$ cat src/rtl/rcu_clkgen_pkg.sv
// Shared types and constants for the reset/clock generation unit.
package rcu_clkgen_pkg;

  typedef enum logic [1:0] {
    IDLE    = 2'd0,
    STABLE  = 2'd1,
    RELEASE = 2'd2,
    RUN     = 2'd3
  } rcu_seq_state_e;

  localparam int RCU_DIV_MIN = 2;

endpackage

$ cat src/rtl/rcu_clkdiv_chan.sv
// One programmable clock-divider channel with shadowed divisor and glitch-free
// enable gating; divisor changes and disables only take effect at a period wrap.
module rcu_clkdiv_chan
  import rcu_clkgen_pkg::*;
#(
  parameter int DIV_W = 8
) (
  input  logic             clk,
  input  logic             rst_n,
  input  logic             chan_rst_n,
  input  logic             en,
  input  logic [DIV_W-1:0] div_val,
  input  logic             upd,
  output logic             div_clk
);

  function automatic logic [DIV_W-1:0] eff_div(input logic [DIV_W-1:0] r);
    return (r < DIV_W'(RCU_DIV_MIN)) ? DIV_W'(RCU_DIV_MIN) : r;
  endfunction

  logic [DIV_W-1:0] shadow;
  logic [DIV_W-1:0] active;
  logic [DIV_W-1:0] cnt;
  logic [DIV_W-1:0] cnt_inc;
  logic [DIV_W-1:0] half;
  logic [DIV_W-1:0] val_eff;
  logic [DIV_W-1:0] next_div;
  logic             run;
  logic             wrap;

  assign val_eff  = eff_div(div_val);
  // An update landing on the wrap cycle must win over the older shadow value.
  assign next_div = upd ? val_eff : shadow;
  assign cnt_inc  = cnt + DIV_W'(1);
  assign half     = active >> 1;
  assign wrap     = (cnt == active - DIV_W'(1));

  always_ff @(posedge clk or negedge rst_n) begin
    if (!rst_n) begin
      shadow  <= DIV_W'(RCU_DIV_MIN);
      active  <= DIV_W'(RCU_DIV_MIN);
      cnt     <= '0;
      run     <= 1'b0;
      div_clk <= 1'b0;
    end else if (!chan_rst_n) begin
      shadow  <= val_eff;
      active  <= val_eff;
      cnt     <= '0;
      run     <= 1'b0;
      div_clk <= 1'b0;
    end else begin
      if (upd) shadow <= val_eff;
      if (!run || wrap) begin
        // Period boundary: pick up the new divisor and start or stop cleanly.
        active  <= next_div;
        cnt     <= '0;
        run     <= en;
        div_clk <= en;
      end else begin
        cnt     <= cnt_inc;
        div_clk <= (cnt_inc < half);
      end
    end
  end

endmodule

$ cat src/rtl/rcu_clkgen.sv
// Multi-channel clock divider with a lock-qualified sequencer that releases the
// per-channel resets in index order, RST_GAP cycles apart.
module rcu_clkgen
  import rcu_clkgen_pkg::*;
#(
  parameter int NCH      = 4,
  parameter int DIV_W    = 8,
  parameter int LOCK_CYC = 16,
  parameter int RST_GAP  = 4
) (
  input  logic               clk_i,
  input  logic               rst_n_i,
  input  logic               pll_lock_i,
  input  logic [NCH-1:0]     div_en_i,
  input  logic [NCH*DIV_W-1:0] div_val_i,
  input  logic               div_upd_i,
  output logic [NCH-1:0]     div_clk_o,
  output logic [NCH-1:0]     div_rst_n_o,
  output logic               seq_done_o,
  output logic               lock_lost_o
);

  localparam int LK_W  = $clog2(LOCK_CYC + 1);
  localparam int GAP_W = $clog2(RST_GAP + 1);
  localparam int IDX_W = (NCH > 1) ? $clog2(NCH) : 1;

  rcu_seq_state_e   state_q, state_d;
  logic [LK_W-1:0]  lock_cnt_q, lock_cnt_d;
  logic [GAP_W-1:0] gap_q, gap_d;
  logic [IDX_W-1:0] idx_q, idx_d, idx_inc;
  logic [NCH-1:0]   rst_q, rst_d;
  logic             done_q, done_d;
  logic             lost_q, lost_d;

  always_ff @(posedge clk_i or negedge rst_n_i) begin
    if (!rst_n_i) begin
      state_q    <= IDLE;
      lock_cnt_q <= '0;
      gap_q      <= '0;
      idx_q      <= '0;
      rst_q      <= '0;
      done_q     <= 1'b0;
      lost_q     <= 1'b0;
    end else begin
      state_q    <= state_d;
      lock_cnt_q <= lock_cnt_d;
      gap_q      <= gap_d;
      idx_q      <= idx_d;
      rst_q      <= rst_d;
      done_q     <= done_d;
      lost_q     <= lost_d;
    end
  end

  always_comb begin
    state_d    = state_q;
    lock_cnt_d = lock_cnt_q;
    gap_d      = gap_q;
    idx_d      = idx_q;
    rst_d      = rst_q;
    done_d     = done_q;
    lost_d     = 1'b0;
    idx_inc    = idx_q + IDX_W'(1);
    case (state_q)
      IDLE: begin
        rst_d      = '0;
        done_d     = 1'b0;
        lock_cnt_d = '0;
        if (pll_lock_i) state_d = STABLE;
      end
      STABLE: begin
        if (!pll_lock_i) begin
          state_d    = IDLE;
          lock_cnt_d = '0;
        end else if (lock_cnt_q == LK_W'(LOCK_CYC - 1)) begin
          rst_d[0] = 1'b1;
          gap_d    = '0;
          idx_d    = '0;
          if (NCH == 1) begin
            state_d = RUN;
            done_d  = 1'b1;
          end else begin
            state_d = RELEASE;
          end
        end else if (lock_cnt_q != '1) begin
          lock_cnt_d = lock_cnt_q + LK_W'(1);
        end
      end
      RELEASE, RUN: begin
        // Lock loss outranks any release falling due on the same edge.
        if (!pll_lock_i) begin
          state_d    = IDLE;
          rst_d      = '0;
          done_d     = 1'b0;
          lost_d     = 1'b1;
          lock_cnt_d = '0;
        end else if (state_q == RELEASE) begin
          if (gap_q == GAP_W'(RST_GAP - 1)) begin
            gap_d = '0;
            idx_d = idx_inc;
            rst_d = rst_q | (NCH'(1) << idx_inc);
            if (idx_inc == IDX_W'(NCH - 1)) begin
              state_d = RUN;
              done_d  = 1'b1;
            end
          end else begin
            gap_d = gap_q + GAP_W'(1);
          end
        end
      end
      default: state_d = IDLE;
    endcase
  end

  assign div_rst_n_o = rst_q;
  assign seq_done_o  = done_q;
  assign lock_lost_o = lost_q;

  for (genvar k = 0; k < NCH; k++) begin : g_chan
    rcu_clkdiv_chan #(
      .DIV_W(DIV_W)
    ) u_chan (
      .clk       (clk_i),
      .rst_n     (rst_n_i),
      .chan_rst_n(rst_q[k]),
      .en        (div_en_i[k]),
      .div_val   (div_val_i[k*DIV_W +: DIV_W]),
      .upd       (div_upd_i),
      .div_clk   (div_clk_o[k])
    );
  end

endmodule
$ cat config.mk
export PLATFORM = sky130hd
export DESIGN_NAME = rcu_clkgen
export DESIGN_NICKNAME = d
export VERILOG_FILES = /design/src/rtl/rcu_clkgen_pkg.sv /design/src/rtl/rcu_clkdiv_chan.sv /design/src/rtl/rcu_clkgen.sv
export SDC_FILE = /design/constraint.sdc
export NUM_CORES = 1
export LEC_CHECK = 0
export CORE_MARGIN = 3
export CORE_UTILIZATION = 50
export CTS_CLUSTER_DIAMETER = 30
export DETAILED_ROUTE_END_ITERATION = 12
export PLACE_DENSITY = 0.67
export SKIP_LAST_GASP = 1
export SLEW_MARGIN = 0
export SYNTH_ARGS = -nofsm -noshare
export SYNTH_HDL_FRONTEND = slang
export SYNTH_SLANG_ARGS = --single-unit
$ cat constraint.sdc
create_clock -name clk_i -period 4 [get_ports clk_i]
set_input_delay 0.8 -clock clk_i [delete_from_list [all_inputs] [get_ports clk_i]]
set_output_delay 0.8 -clock clk_i [all_outputs]
set_load 0.03 [all_outputs]
==> results of run 1 <==
flip-flops by register name (all words and copies together), names as in the netlist:
register,flops
lock_lost_o,1
lock_cnt_q,5
div_rst_n_o,4
idx_q,2
g_chan.u_chan.active,32
seq_done_o,1
g_chan.u_chan.run,4
g_chan.u_chan.div_clk,4
g_chan.u_chan.shadow,32
g_chan.u_chan.cnt,32
state_q,2
gap_q,3
cell usage after synthesis, drive strengths merged, types with 3 or more instances:
| library cell | count | area share, % |
|---|---|---|
| dfrtp | 114 | 41 |
| mux2 | 56 | 9.1 |
| inv | 54 | 2.9 |
| ha | 44 | 7.9 |
| xnor2 | 43 | 5.4 |
| nor2 | 38 | 2.0 |
| nand2 | 32 | 1.7 |
| nor2b | 30 | 2.7 |
| a21oi | 27 | 1.9 |
| o21ai | 23 | 1.6 |
| nand3 | 21 | 1.6 |
| xor2 | 19 | 2.4 |
| nor3 | 18 | 1.3 |
| buf | 17 | 1.8 |
| clkbuf | 12 | 0.64 |
| o31ai | 9 | 0.97 |
| and2 | 8 | 0.72 |
| dfstp | 8 | 3.0 |
| nor4 | 8 | 0.72 |
| o21a | 8 | 0.86 |
| a211oi | 7 | 0.75 |
| a21boi | 7 | 0.75 |
| or4 | 7 | 0.86 |
| a31oi | 6 | 0.54 |
| and3 | 6 | 0.54 |
| nand4 | 6 | 0.54 |
| mux2i | 4 | 0.57 |
| nand2b | 4 | 0.36 |
| or2 | 4 | 0.36 |
| or3 | 4 | 0.36 |
| nor3b | 3 | 0.39 |
| o211ai | 3 | 0.32 |
| o21bai | 3 | 0.32 |
area by class of cell:
type                       instances  area (sq um)  share of cell area [%]
multi-input combinational        472          3558                   43.86
sequential                       122          3063                   37.75
inverter                          54         202.7                   2.498
timing repair buffer              51         503.0                   6.199
clock inverter                     8         95.09                   1.172
clock buffer                      24         471.7                   5.813
tap                              176         220.2                   2.714
per-layer routing:
| metal | share of wire (%) | up-vias |
|---|---|---|
| met5 | 0 | - |
| met4 | 1.4 | 0 |
| met3 | 3.3 | 22 |
| met2 | 48 | 85 |
| met1 | 47 | 2463 |
| li1 | - | 2442 |
power by group through the flow:
stage                     Sequential [W]  Combinational, W  Clock (W)
after floorplan                  0.00154          0.000736          0
after global placement           0.00160          0.000892          0
after detailed placement         0.00161          0.000929          0
after CTS                        0.00159          0.000944    0.00151
after global routing             0.00162           0.00106    0.00157
final                            0.00159          0.000941    0.00147
critical path, stage by stage (launching register included):
cell	delay (ns)
dfstp_2	0.58
inv_1	0.07
ha_1	0.28
xor2_1	0.16
nand2_1	0.07
or4_4	0.54
o41ai_4	0.37
or2_1	0.59
mux2_2	0.41
metrics by stage:
step | hold slack, ns | total power [W]
2_1_floorplan | 0.4401 | 0.002278
3_3_place_gp | 0.4558 | 0.002492
3_5_place_dp | 0.4728 | 0.002540
4_1_cts | 0.4714 | 0.004043
5_1_grt | 0.4941 | 0.004249
6_report | 0.4440 | 0.004009
worst paths after layout:
path	slack [ns]	end	startpoint
setup / recovery	0.81	g_chan[1].u_chan.active[0]	g_chan[1].u_chan.active[1]
hold / removal	0.44	g_chan[2].u_chan.shadow[0]	rst_n_i
setup reg to reg	0.81	g_chan[1].u_chan.active[0]	g_chan[1].u_chan.active[1]
hold reg to reg	0.48	g_chan[0].u_chan.shadow[1]	g_chan[0].u_chan.shadow[1]
max in group asynchronous	2.61	g_chan[0].u_chan.shadow[1]	rst_n_i
min in group clk_i	0.48	g_chan[0].u_chan.shadow[1]	g_chan[0].u_chan.shadow[1]
logic make-up (layout without fill, tap and decap cells):
family | after synthesis | in the layout | synth area share (%)
adder cells (fa/ha/maj) | 44 | 44 | 7.868
multiplexers | 60 | 60 | 9.639
AO/OA/AOI/OAI | 110 | 110 | 10.53
AND/OR/NAND/NOR | 196 | 196 | 15.06
buffers and inverters | 83 | 137 | 5.365
flip-flops | 122 | 122 | 43.78
XOR/XNOR | 62 | 62 | 7.761
==> metrics.md, run 1 <==
| Metric | Value |
|---|---|
| Max-slew violations | `0` |
| Tcrit/Tclk final | `79.72%` |
| Leakage | `3.587 nW` |
| Post-synth EDFFs | `0` |
| Port Buffers | `49` |
| Most frequent cells in the layout | `dfrtp_1, mux2_2, inv_1` |
| First-pass GRT wire length | `24460 um` |
| Crit path required time | `4.30 ns` |
| Post-synth ARST share | `100.0%` |
| Net load switching power | `0.001214 W` |
| Final worst slack | `0.8113 ns` |
| Startpoint types | `flip-flop` |
| Crit path DAT | `3.49 ns` |
| FP Rows | `42` |
| Post-CTS Setup Inserts | `0` |
| Filler Cell Count | `1150` |
| Area delta synth->final | `15.97%` |
| Residual DRC | `0` |
| Initial antenna violation count | `0` |
| Area post-placement | `7547 sq um` |
| DP Cell Count | `875` |
| Max cap viols | `0` |
| Met3 Track Usage GR | `5.146%` |
| Largest net degree at the start of global routing | `63` |
| IO Count | `50` |
| Setup Crit Path Kind | `flip-flop to flip-flop` |
| Setup TNS | `0 ns` |
| Synth Cell Area | `6997 sq um` |
| Pre-CTS setup slack | `0.8449 ns` |
| Reg clk slew, reported paths | `0.06 ns` |
| Outcome | `complete, no violations` |
| CP max FO | `16` |
| CTS tree | `built` |
| Htree depth | `4` |
| Detailed-placement wirelength estimate | `9979 um` |
| Syn nets | `761` |
| Top Usage Layer GRT | `met2` |
| PwrDens | `494.1 nW/um^2` |
| Final nets | `802` |
| Hold_buf cts | `0` |
| Mapped Cells | `677` |
| GRT Overall Usage | `19.20%` |
| Final setup vio count | `0` |
| Total iterations of the first detailed-routing run | `5` |
| Grt ovf | `0` |
| Seq/Total Area, Yosys | `43.78%` |
| Cell Int Power | `0.002795 W` |
| Worst Max-Slew Pin Slew | `0.8307 ns` |
| Cell area after layout | `8114 sq um` |
| Diodes inserted | `0` |
| CTS Sinks | `122` |
| DR iter-0 viols | `336` |
| Vias in the first global route | `5165` |
| YS warnings | `0` |
| Max Clock Freq | `313.6 MHz` |
| Flop pwr share | `39.8%` |
| Clock Latency Late Sink | `0.41 ns` |
| Final hold vios | `0` |
| Post-route ant nets | `0` |
| GR Util met1 | `25.03%` |
| GPL Wtd Cong | `0.8663` |
| Power share of the clock group | `36.8%` |
| Slew headroom | `44.51%` |
| Vias per cell | `5.526` |
| Comb pwr share | `23.5%` |
| Peak VDD IR | `0.4073 mV` |
| Core area | `13450 sq um` |
| Cts bufs inserted | `17` |
| Die area | `15450 sq um` |
| Commonest non-fill, non-tap cell in the layout | `dfrtp_1` |
| Switching Share | `30.28%` |
| Share of cells above drive strength 1 | `14.50%` |
| Utilization after layout | `60.31%` |
| WL final | `14160 um` |
| #FFs+latches synth | `122` |
| Clock root buffer | `clkbuf_16` |
| Die span in x | `124.3 um` |
| Most common flop cell mapped by yosys | `dfrtp_1` |
| Initial core utilization | `52.01%` |
| Avg WL per Cell | `15.61 um` |
| Layout Cells excl Fill | `907` |
| GR met2 Demand/Resource | `30.95%` |
| Post-Syn Area per Cell | `10.33 sq um` |
| Post-CTS Resized | `0` |
| Via count | `5012` |
| Unrepaired setup endpoints after global routing | `false` |
| Crit path time final | `3.189 ns` |
| CTS Buffer Depth | `2` |
| Clock Skew | `0.006731 ns` |
| FF-to-FF path depth | `8` |
| Die height | `124.3 um` |
| Path type of the worst min-delay path | `input port to async pin` |
| Critical path endpoint category | `flip-flop` |
| Library cells used by synthesis | `63` |
Power figures use the tool's default switching activity.
==> inputs of run 2 (changes only) <==
clock period = 3.25 ns   (was 4 ns; I/O delays follow)
==> run 2 against run 1 <==
Net effect:
- critical path depth unchanged
- highest routed layer unchanged
- largest cell class unchanged
- register-to-register slack got worse by 0.54 ns
- via count decreased by 1.1%
- clock-buffer cell count unchanged
- final cell count increased by 0.77%
==> metrics.md, run 2 (synthesis results as in run 1) <==
| Metric | Value |
|---|---|
| Outcome | `complete, no violations` |
| Max-slew violations | `0` |
| Initial core utilization | `52.01%` |
| DR iter-0 viols | `265` |
| Leakage | `3.635 nW` |
| Grt ovf | `0` |
| Die height | `124.3 um` |
| CP max FO | `8` |
| FF-to-FF path depth | `8` |
| CTS tree | `built` |
| WL final | `13750 um` |
| Setup TNS | `0 ns` |
| Clock root buffer | `clkbuf_16` |
| Final setup vio count | `0` |
| GPL Wtd Cong | `0.8846` |
| Core area | `13450 sq um` |
| PwrDens | `605.4 nW/um^2` |
| Max Clock Freq | `336.2 MHz` |
| Setup Crit Path Kind | `flip-flop to flip-flop` |
| Tcrit/Tclk final | `91.51%` |
| CTS Buffer Depth | `2` |
| Initial antenna violation count | `0` |
| Crit path required time | `3.55 ns` |
| FP Rows | `42` |
| Share of cells above drive strength 1 | `15.58%` |
| Commonest non-fill, non-tap cell in the layout | `dfrtp_1` |
| Post-CTS Setup Inserts | `0` |
| Clock Skew | `0.007181 ns` |
| Peak VDD IR | `0.4089 mV` |
| Clock Latency Late Sink | `0.42 ns` |
| IO Count | `50` |
| Most frequent cells in the layout | `dfrtp_1, mux2_2, inv_1` |
| Layout Cells excl Fill | `914` |
| Post-CTS Resized | `0` |
| Reg2Reg Setup Slack | `0.28 ns` |
| Max cap viols | `0` |
| Final nets | `810` |
| Vias in the first global route | `5119` |
| Worst Max-Slew Pin Slew | `0.6978 ns` |
| Avg WL per Cell | `15.04 um` |
| Htree depth | `4` |
| Area delta synth->final | `17.04%` |
| Startpoint types | `flip-flop` |
| Reg-to-reg endpoint | `g_chan[1].u_chan.active[0]` |
| Detailed-placement wirelength estimate | `10130 um` |
| Crit path DAT | `3.28 ns` |
| Residual DRC | `0` |
| Slew headroom | `53.48%` |
| Critical path endpoint category | `flip-flop` |
| Path type of the worst min-delay path | `input port to async pin` |
| Regs by FF count | `g_chan.u_chan.active (32), g_chan.u_chan.cnt (32), g_chan.u_chan.shadow (32)` |
| Total iterations of the first detailed-routing run | `4` |
| Largest net degree at the start of global routing | `57` |
| GRT Overall Usage | `18.90%` |
| Via count | `4958` |
| Die span in x | `124.3 um` |
| Die area | `15450 sq um` |
| Cts bufs inserted | `17` |
| Crit path time final | `2.974 ns` |
| Final hold vios | `0` |
| Diodes inserted | `0` |
| Unrepaired setup endpoints after global routing | `false` |
| Hold_buf cts | `0` |
| First-pass GRT wire length | `24140 um` |
| Post-route ant nets | `0` |
| Reg clk slew, reported paths | `0.06 ns` |
| Worst R2R Start | `g_chan[1].u_chan.active[1]` |
| CTS Sinks | `122` |
| Port Buffers | `49` |
| Vias per cell | `5.425` |
| DP Cell Count | `883` |
-- run 2: layout make-up --
| class | instances | area, sq um |
|---|---|---|
| clock buffers | 24 | 491.7 |
| clock inverters | 7 | 90.09 |
| fillers | 1160 | 5264 |
| inverters | 54 | 202.7 |
| multi-input cells | 472 | 3558 |
| flip-flops and latches | 122 | 3063 |
| well taps | 176 | 220.2 |
| repair buffers | 59 | 563.0 |
-- run 2: per-layer routing --
metal	up-vias	track usage (%)	part of all wire (%)
met1	2400	24.94	47
met4	0	5.867	1.4
met3	21	5.489	3.6
met2	81	30.25	48
met5	-	0	0
li1	2456	-	-
-- run 2: worst max-delay path by stage --
stage / from / end / slack, ns / depth (start not counted)
floorplan: g_chan[1].u_chan.active[1] / g_chan[1].u_chan.active[7] / 0.51 / 10
global placement: g_chan[1].u_chan.active[1] / g_chan[1].u_chan.active[0] / 0.39 / 8
detailed placement: g_chan[1].u_chan.active[1] / g_chan[1].u_chan.active[0] / 0.34 / 8
CTS: g_chan[1].u_chan.active[1] / g_chan[1].u_chan.active[0] / 0.30 / 8
global route: g_chan[1].u_chan.active[1] / g_chan[1].u_chan.active[3] / 0.14 / 8
finish: g_chan[1].u_chan.active[1] / g_chan[1].u_chan.active[0] / 0.28 / 8
-- run 2: power breakdown --
part           internal, W  total (W)  leakage, nW  switching [W]
clock network      0.00120    0.00185        0.282       0.000647
registers          0.00173    0.00196         1.54       0.000225
logic             0.000558    0.00116         1.82       0.000597
-- run 2: critical path, stage by stage (launching register included) --
cell	delay (ns)
dfstp_2	0.57
inv_1	0.06
ha_1	0.29
xor2_1	0.17
nand2_1	0.08
or4_4	0.55
o41ai_4	0.39
or2_1	0.37
mux2_2	0.38
-- run 2: stage by stage --
| step | setup WS [ns] | power, W | hold slack [ns] | utilization (%) | cell area (sq um) |
|---|---|---|---|---|---|
| global placement | 0.3932 | 0.003073 | 0.4572 | 56.55 | 7607 |
| finish | 0.2759 | 0.004958 | 0.2739 | 60.87 | 8189 |
| floorplan | 0.5146 | 0.002804 | 0.3544 | - | 6997 |
| global route | 0.1399 | 0.005242 | 0.3222 | 60.87 | 8189 |
| CTS | 0.2978 | 0.005000 | 0.2995 | 60.87 | 8189 |
| detailed placement | 0.3433 | 0.003126 | 0.4626 | 56.55 | 7607 |
==> inputs of run 3 (changes only) <==
CORE_MARGIN = unset   (was 3)
==> run 3 against run 2 <==
Net effect:
- register-to-register slack worse by 0.03 ns
- cell area up 0.53%
- largest cell class unchanged
- hold slack worse by 0.047 ns
- first-iteration DRC count up 29%
- global-route usage up 2.5 points
- critical endpoint is now g_chan[1].u_chan.active[4]
- clock-buffer cell count down 1
- non-clock buffer count down 2
- die area down 6.3%
- sequential power about the same
==> metrics.md, run 3 (synthesis results as in run 1) <==
| Metric | Value |
|---|---|
| Switching Share | `28.57%` |
| Flop pwr share | `38.4%` |
| Post-CTS Setup Inserts | `0` |
| Setup TNS | `0 ns` |
| Comb pwr share | `22.7%` |
| First-pass GRT wire length | `24140 um` |
| Die area | `14470 sq um` |
| PwrDens | `619.2 nW/um^2` |
| Largest net degree at the start of global routing | `60` |
| Post-route ant nets | `0` |
| Via count | `4987` |
| FP Rows | `42` |
| Grt ovf | `0` |
| Reg2Reg Setup Slack | `0.25 ns` |
| Regs by FF count | `g_chan.u_chan.active (32), g_chan.u_chan.cnt (32), g_chan.u_chan.shadow (32)` |
| CTS Sinks | `122` |
| Most frequent cells in the layout | `dfrtp_1, mux2_2, inv_1` |
| Crit path max-delay family | `simple AND/OR/NAND/NOR gates` |
| Unrepaired setup endpoints after global routing | `false` |
| Die height | `120.3 um` |
| Port Buffers | `49` |
| Cts bufs inserted | `17` |
| Reg clk slew, reported paths | `0.05 ns` |
| GRT Overall Usage | `21.43%` |
| Detailed-placement wirelength estimate | `10200 um` |
| Htree depth | `4` |
| DR iter-0 viols | `342` |
| Crit path largest cell delay | `0.57 ns` |
| Max cap viols | `0` |
| WL final | `13910 um` |
| CTS tree | `built` |
| Clock root buffer | `clkbuf_16` |
| GPL Wtd Cong | `0.9260` |
| Crit path required time | `3.54 ns` |
| Slew headroom | `52.48%` |
| Max Clock Freq | `333.2 MHz` |
| Clock Latency Late Sink | `0.41 ns` |
| Tcrit/Tclk final | `92.34%` |
| Filler Cell Count | `1095` |
| Outcome | `complete, no violations` |
| Residual DRC | `0` |
| CP Cell Sequence | `inv_1 > ha_1 > nor3b_2 > xnor2_1 > or4_4 > o41ai_4 > or2_1 > mux2_2` |
| Net load switching power | `0.001456 W` |
| Worst R2R Start | `g_chan[1].u_chan.active[1]` |
| Worst Max-Slew Pin Slew | `0.7102 ns` |
| Die span in x | `120.3 um` |
| Hold_buf cts | `0` |
| Diodes inserted | `0` |
| Area delta synth->final | `17.67%` |
| Hold WS | `0.2273 ns` |
| Final setup vio count | `0` |
| Final hold vios | `0` |
| Post-CTS Resized | `0` |
| Crit path time final | `3.001 ns` |
| Max-slew violations | `0` |
| Path type of the worst min-delay path | `input port to async pin` |
| Peak VDD IR | `0.4417 mV` |
| Vias in the first global route | `5095` |
| Initial core utilization | `52.01%` |
| Initial antenna violation count | `0` |
| Startpoint types | `flip-flop` |
| Power share of the clock group | `38.9%` |
| Crit path DAT | `3.30 ns` |
| Total iterations of the first detailed-routing run | `4` |
| Cell Int Power | `0.003642 W` |
| FF-to-FF path depth | `8` |
| Avg WL per Cell | `15.25 um` |
| Critical path endpoint category | `flip-flop` |
| CTS Buffer Depth | `2` |
| Vias per cell | `5.468` |
| Final nets | `808` |
| Clock Skew | `0.005646 ns` |
| CP max-delay cell | `dfstp_2` |
| Reg-to-reg endpoint | `g_chan[1].u_chan.active[4]` |
| Share of cells above drive strength 1 | `15.49%` |
| Commonest non-fill, non-tap cell in the layout | `dfrtp_1` |
| Leakage | `3.659 nW` |
| Setup Crit Path Kind | `flip-flop to flip-flop` |
| IO Count | `50` |
| Core area | `13450 sq um` |
| Worst Path Buf+Inv | `1` |
| CP max FO | `8` |
## run 3: area by class of cell
| class | instances | area, sq um | share of cell area (%) |
|---|---|---|---|
| Timing Repair Buffer | 57 | 560.5 | 6.809 |
| Clock inverter | 8 | 140.1 | 1.702 |
| Sequential cell | 122 | 3063 | 37.20 |
| Tap cell | 176 | 220.2 | 2.675 |
| Clock buffer | 23 | 488.0 | 5.927 |
| Multi-Input combinational cell | 472 | 3558 | 43.22 |
| Inverter | 54 | 202.7 | 2.462 |
## run 3: worst reg2reg max path, stage by stage (launching register included)
cell     delay [ns]
dfstp_2        0.57
inv_1          0.07
ha_1           0.24
nor3b_2        0.18
xnor2_1        0.14
or4_4          0.50
o41ai_4        0.40
or2_1          0.41
mux2_2         0.39
## run 3: metal layers
layer | GRT usage, % | vias up | routed length [um]
met5 | 0 | - | 0
met4 | 7.407 | 0 | 188
met3 | 5.660 | 19 | 526
met2 | 35.45 | 83 | 6775
met1 | 27.13 | 2442 | 6421
li1 | - | 2443 | -
## run 3: power by group through the flow
stage          Combinational (W)  Clock [W]  Sequential (W)
6_report                 0.00116    0.00198         0.00196
3_3_place_gp             0.00111          0         0.00196
2_1_floorplan           0.000906          0         0.00190
5_1_grt                  0.00130    0.00211         0.00199
4_1_cts                  0.00116    0.00203         0.00195
3_5_place_dp             0.00115          0         0.00198
## run 3: per-stage QoR
stage / instance area (sq um) / setup WS [ns] / total power (W) / util [%] / cells
after CTS: 8233 / 0.2553 / 0.005143 / 61.20 / 912
final: 8233 / 0.2489 / 0.005098 / 61.20 / 912
after floorplan: 6997 / 0.5146 / 0.002804 / - / 677
after global placement: 7605 / 0.3463 / 0.003076 / 56.53 / 881
after detailed placement: 7605 / 0.2731 / 0.003130 / 56.53 / 881
after global routing: 8233 / 0.1118 / 0.005401 / 61.20 / 912
## run 3: worst max-delay path by stage
stage                                           from                    endpoint  cells past startpoint
after global placement    g_chan[1].u_chan.active[1]  g_chan[1].u_chan.active[2]                      8
final                     g_chan[1].u_chan.active[1]  g_chan[1].u_chan.active[4]                      8
after floorplan           g_chan[1].u_chan.active[1]  g_chan[1].u_chan.active[7]                     10
after detailed placement  g_chan[1].u_chan.active[1]  g_chan[1].u_chan.active[4]                      8
after CTS                 g_chan[1].u_chan.active[1]  g_chan[1].u_chan.active[4]                      8
after global routing      g_chan[1].u_chan.active[1]  g_chan[1].u_chan.active[3]                      8
